`src/rtl/vga_timing_gen.sv`:
```
// Parametrised VGA timing generator: hc/vc counters, pixel-request stage S1, pin stage S2.
// Defining VGA_TEST_PATTERN_EN adds the pattern_en input and an 8-bar colour test pattern.
module vga_timing_gen #(
    parameter int unsigned H_ACTIVE = 640,
    parameter int unsigned H_FP     = 24,
    parameter int unsigned H_SYNC   = 40,
    parameter int unsigned H_BP     = 128,
    parameter int unsigned V_ACTIVE = 480,
    parameter int unsigned V_FP     = 9,
    parameter int unsigned V_SYNC   = 3,
    parameter int unsigned V_BP     = 28,
    parameter bit          HS_POL   = 1'b0,
    parameter bit          VS_POL   = 1'b0,
    parameter int unsigned CW       = 1,
    parameter int unsigned CNT_W    = 10
) (
    input  logic              clk,
    input  logic              rst,
    input  logic [3*CW-1:0]   color_px,
`ifdef VGA_TEST_PATTERN_EN
    input  logic              pattern_en,
`endif
    output logic [CNT_W-1:0]  x_px,
    output logic [CNT_W-1:0]  y_px,
    output logic              px_req,
    output logic              line_start,
    output logic              frame_start,
    output logic              hsync,
    output logic              vsync,
    output logic              de,
    output logic [CW-1:0]     red,
    output logic [CW-1:0]     green,
    output logic [CW-1:0]     blue
);

    localparam int unsigned HBLANK = H_FP + H_SYNC + H_BP;
    localparam int unsigned HTOTAL = HBLANK + H_ACTIVE;
    localparam int unsigned VBLANK = V_FP + V_SYNC + V_BP;
    localparam int unsigned VTOTAL = VBLANK + V_ACTIVE;
    localparam int unsigned HS_END = H_FP + H_SYNC;
    localparam int unsigned VS_END = V_FP + V_SYNC;

    logic [CNT_W-1:0] hc;
    logic [CNT_W-1:0] vc;
    logic             hc_last;
    logic             vc_last;
    logic             hs_raw;
    logic             vs_raw;
    logic             vis;
    logic             h_first;
    logic             v_first;
    logic             s1_hs;
    logic             s1_vs;
    logic [3*CW-1:0]  rgb_sel;

    // Raw decode of the counters
    always_comb begin
        hc_last = (hc == CNT_W'(HTOTAL - 1));
        vc_last = (vc == CNT_W'(VTOTAL - 1));
        hs_raw  = (hc >= CNT_W'(H_FP)) && (hc < CNT_W'(HS_END));
        vs_raw  = (vc >= CNT_W'(V_FP)) && (vc < CNT_W'(VS_END));
        vis     = (hc >= CNT_W'(HBLANK)) && (vc >= CNT_W'(VBLANK));
        h_first = (hc == CNT_W'(HBLANK));
        v_first = (vc == CNT_W'(VBLANK));
    end

    // Line and frame counters; vc advances on the hc wrap
    always_ff @(posedge clk) begin
        if (rst) begin
            hc <= '0;
            vc <= '0;
        end else if (hc_last) begin
            hc <= '0;
            vc <= vc_last ? '0 : vc + CNT_W'(1);
        end else begin
            hc <= hc + CNT_W'(1);
        end
    end

    // S1: pixel request, coordinates and markers; px_req doubles as the carried vis
    always_ff @(posedge clk) begin
        if (rst) begin
            px_req      <= 1'b0;
            x_px        <= '0;
            y_px        <= '0;
            line_start  <= 1'b0;
            frame_start <= 1'b0;
            s1_hs       <= 1'b0;
            s1_vs       <= 1'b0;
        end else begin
            px_req      <= vis;
            x_px        <= vis ? hc - CNT_W'(HBLANK) : '0;
            y_px        <= vis ? vc - CNT_W'(VBLANK) : '0;
            line_start  <= vis && h_first;
            frame_start <= vis && h_first && v_first;
            s1_hs       <= hs_raw;
            s1_vs       <= vs_raw;
        end
    end

`ifdef VGA_TEST_PATTERN_EN
    logic [2:0] bar;

    // Eight equal-width vertical bars across the active line
    always_comb begin
        bar     = 3'(x_px / CNT_W'(H_ACTIVE / 8));
        rgb_sel = pattern_en ? {{CW{bar[2]}}, {CW{bar[1]}}, {CW{bar[0]}}} : color_px;
    end
`else
    always_comb begin
        rgb_sel = color_px;
    end
`endif

    // S2: sync, de and colour leave the same register so they cannot skew
    always_ff @(posedge clk) begin
        if (rst) begin
            hsync              <= ~HS_POL;
            vsync              <= ~VS_POL;
            de                 <= 1'b0;
            {red, green, blue} <= '0;
        end else begin
            hsync              <= s1_hs ? HS_POL : ~HS_POL;
            vsync              <= s1_vs ? VS_POL : ~VS_POL;
            de                 <= px_req;
            {red, green, blue} <= px_req ? rgb_sel : '0;
        end
    end

endmodule

```
`config.mk`:
```
export PLATFORM = sky130hd
export DESIGN_NAME = vga_timing_gen
export DESIGN_NICKNAME = d
export VERILOG_FILES = /design/src/rtl/vga_timing_gen.sv
export SDC_FILE = /design/constraint.sdc
export NUM_CORES = 1
export LEC_CHECK = 0
export CAP_MARGIN = 0
export CORE_UTILIZATION = 59
export CTS_BUF_LIST = sky130_fd_sc_hd__clkbuf_4
export DETAILED_ROUTE_END_ITERATION = 8
export PLACE_DENSITY = 0.87
export SETUP_SLACK_MARGIN = 0.1
export SLEW_MARGIN = 40
export SYNTH_ARGS = -nofsm -noshare
export SYNTH_HDL_FRONTEND = slang
export SYNTH_SLANG_ARGS = --single-unit
```
`constraint.sdc`:
```
create_clock -name clk -period 2.35 [get_ports clk]
set_input_delay 0.705 -clock clk [delete_from_list [all_inputs] [get_ports clk]]
set_output_delay 0.705 -clock clk [all_outputs]
set_load 0.01 [all_outputs]
```
==> results.txt <==
Main area contributors after synthesis: dfxtp_1 (49%), xnor2_1 (7.1%), nor2_1 (6.3%), ha_1 (6.0%), nor4_1 (2.7%)
Tightest Pin Transition: 0.411 ns
Cell with the most instances after synthesis: dfxtp_1
Met1 Wirelength: 1760 microns
Synth Area per Inst: 9.52 sq um
Detailed-placement wirelength estimate: 2580 microns
RSZ-0062 raised after global routing: no
Final worst-path cycle share: 84.2%
Clk slew on worst S/H paths: 0.14 ns
Fmax: 505 MHz
Vias/cell: 5.17
Normalized max-slew margin: 72.6%
Flop pwr share: 63.1%
Pint: 1.10 mW
Peak VDD IR: 428 uV
EDFF count, synth: 0
Post-synth top area share: 49.0%
Residual DRC: 0
Total power: 1.39 mW
Top delay family on crit path: buffers and inverters
Worst Path Required: 1.64 ns
Die width: 61.5 microns
Setup crit end kind: output pin
Worst Path Buf+Inv: 1
Post-Syn Area: 0.00209 sq mm
Number of max-cap violations: 0
Aggregate negative setup slack: 0 ns
Leak Pwr: 0.924 nW
Mapped Cells: 219
Slew Viols, Final: 0
Post-CTS sizing: 0
Status: complete, no violations
Iter 0 DRT Violations: 49
Pre-Repair DR Iteration Count: 4
Worst Setup SP: px_req$_SDFF_PP0_
Postcts setup bufs: 0
Met2 wire length: 1790 microns
Synth unique cells: 34
Worst skew pair latency: 0.37 ns
DRT antenna net count: 0
Hold Crit Start: s1_vs$_SDFF_PP0_
Share of the yosys chip area belonging to registers: 49.0%
Share of total power in combinational logic: 2.2%
DR WL met3: 176 microns
Power share of the clock group: 34.7%
Post-Syn Nets: 234
R2R Setup Slk: 0.52 ns
Syn-to-layout area delta: 17.9%
Fill count: 249
Switching part of the total power: 20.6%
Total gr overflow: 0
Post-synth ARST share: 0%
I/O pin count: 34
CTS root buf: clkbuf_4
Critical Setup Path Class: flop to output pin
Critical path peak fanout: 2
Worst hold path type: flop to flop
Reg-to-reg startpoint: hc[0]$_SDFF_PP0_
Type of origin of the critical path: flop
Critical path, cell by cell: clkdlybuf4s50_1
Wire length per cell: 12.9 microns
Core area: 0.00336 sq mm
# hold bufs at CTS: 0
Layout Nets: 261
Die Y-Extent: 61.5 microns
Main synth FF type: dfxtp_1
Layout Skew: 0.00841 ns
Final Hold Fails: 0
GRT Total Usage: 22.5%
First-pass GRT wire length: 6000 microns
CTS Buffer Depth: 2
Layout cells sized above 1: 5.67%
Vias in the first global route: 1340
Warnings from Yosys: 0
Total die area: 0.00378 sq mm
Clock Sinks: 51
Pwr/cell area: 565 mW/mm^2
Via count of the routed design: 1514
Minimum clock period: 1.98 ns
N_diodes: 0
Starting density of the core: 62.0%
Top Layer Used: met4
Dominant cell type by area after synthesis: dfxtp_1
Cts bufs inserted: 5
Gp weighted congestion: 0.852
Crit path arrival time: 1.27 ns
Most common library cells after synthesis: dfxtp_1 (51), nor2_1 (35), xnor2_1 (17)
Slowest CP cell: clkdlybuf4s50_1
Net Switching: 0.286 mW
Port bufs: 33
Initial antenna violation count: 0
CTS tree: built
Largest net degree at the start of global routing: 16
Total Wirelength: 3770 microns
Setup violations, final: 0
H-tree Lvls: 2
Synth Register Bits: 51
Slowest stage delay, CP: 0.55 ns
Row count: 21
[final timing paths]
kind                        end  cells after the start
max reg2reg  vc[0]$_SDFFE_PP0P_                      5
max                      px_req                      1
min reg2reg    vsync$_SDFF_PP1_                      1
min            vsync$_SDFF_PP1_                      1
[registers in the layout (all words and copies together), names as in the netlist]
name and cells:
y_px 10, s1_vs 1, hc 10, frame_start 1, de 1, x_px 10, red 1, green 1
s1_hs 1, hsync 1, vsync 1, blue 1, px_req 1, vc 10, line_start 1
[power groups by stage]
| stage | Combinational, mW | Sequential [mW] | Clock, mW |
|---|---|---|---|
| after floorplan | 0.0229 | 0.892 | 0 |
| after global placement | 0.0290 | 0.896 | 0 |
| after detailed placement | 0.0299 | 0.896 | 0 |
| after CTS | 0.0301 | 0.877 | 0.488 |
| after global routing | 0.0338 | 0.879 | 0.542 |
| final | 0.0299 | 0.877 | 0.482 |
[per-stage QoR]
step / setup slack, ns / cell area (sq um) / hold slack [ns] / utilization, % / cells
detailed placement: 0.365 / 2380 / 0.366 / 70.8 / 285
finish: 0.371 / 2460 / 0.395 / 73.1 / 293
CTS: 0.356 / 2460 / 0.397 / 73.1 / 293
global route: 0.297 / 2460 / 0.431 / 73.1 / 293
global placement: 0.422 / 2380 / 0.366 / 70.8 / 285
floorplan: 0.769 / 2090 / 0.355 / - / 219
[layout by cell type (no fill, tap or decap), types with 2 or more instances in the layout]
master | synthesis | routed
a21oi_1 | 5 | 5
and2_1 | 8 | 8
buf_4 | 4 | 2
clkbuf_4 | 0 | 5
clkdlybuf4s50_1 | 0 | 33
dfxtp_1 | 51 | 51
ha_1 | 10 | 10
inv_1 | 13 | 13
nand2_1 | 8 | 8
nand2b_1 | 4 | 4
nand3_1 | 6 | 6
nand4_1 | 3 | 3
nand4_4 | 2 | 2
nor2_1 | 35 | 35
nor2b_1 | 4 | 4
nor3_1 | 10 | 10
nor4_1 | 9 | 9
nor4b_1 | 3 | 3
or3_1 | 2 | 2
xnor2_1 | 17 | 17
xor2_1 | 4 | 4
[area by class of cell]
type	count	area [sq um]	area share (%)
clock buffers	5	37.5	1.53
clock inverters	3	38.8	1.58
inverters	13	48.8	1.98
multi-input cells	140	910	37.0
flip-flops and latches	51	1020	41.5
well taps	46	57.6	2.34
repair buffers	35	345	14.0
[metal layers]
metal	vias up	global-route usage (%)
met5	-	0
met3	6	8.40
li1	761	-
met4	0	8.25
met2	45	35.2
met1	702	28.5
[cell families (layout without fill, tap and decap cells)]
group | Yosys count | count (layout) | synth area share, %
buffers and inverters | 28 | 56 | 7.44
adders and majority gates | 10 | 10 | 6.00
DFF | 51 | 51 | 49.0
and+or+nand+nor | 100 | 100 | 26.3
AOI/OAI and AO/OA | 9 | 9 | 2.46
xor gates and xnor gates | 21 | 21 | 8.82
(Power assumes the default switching activity.)
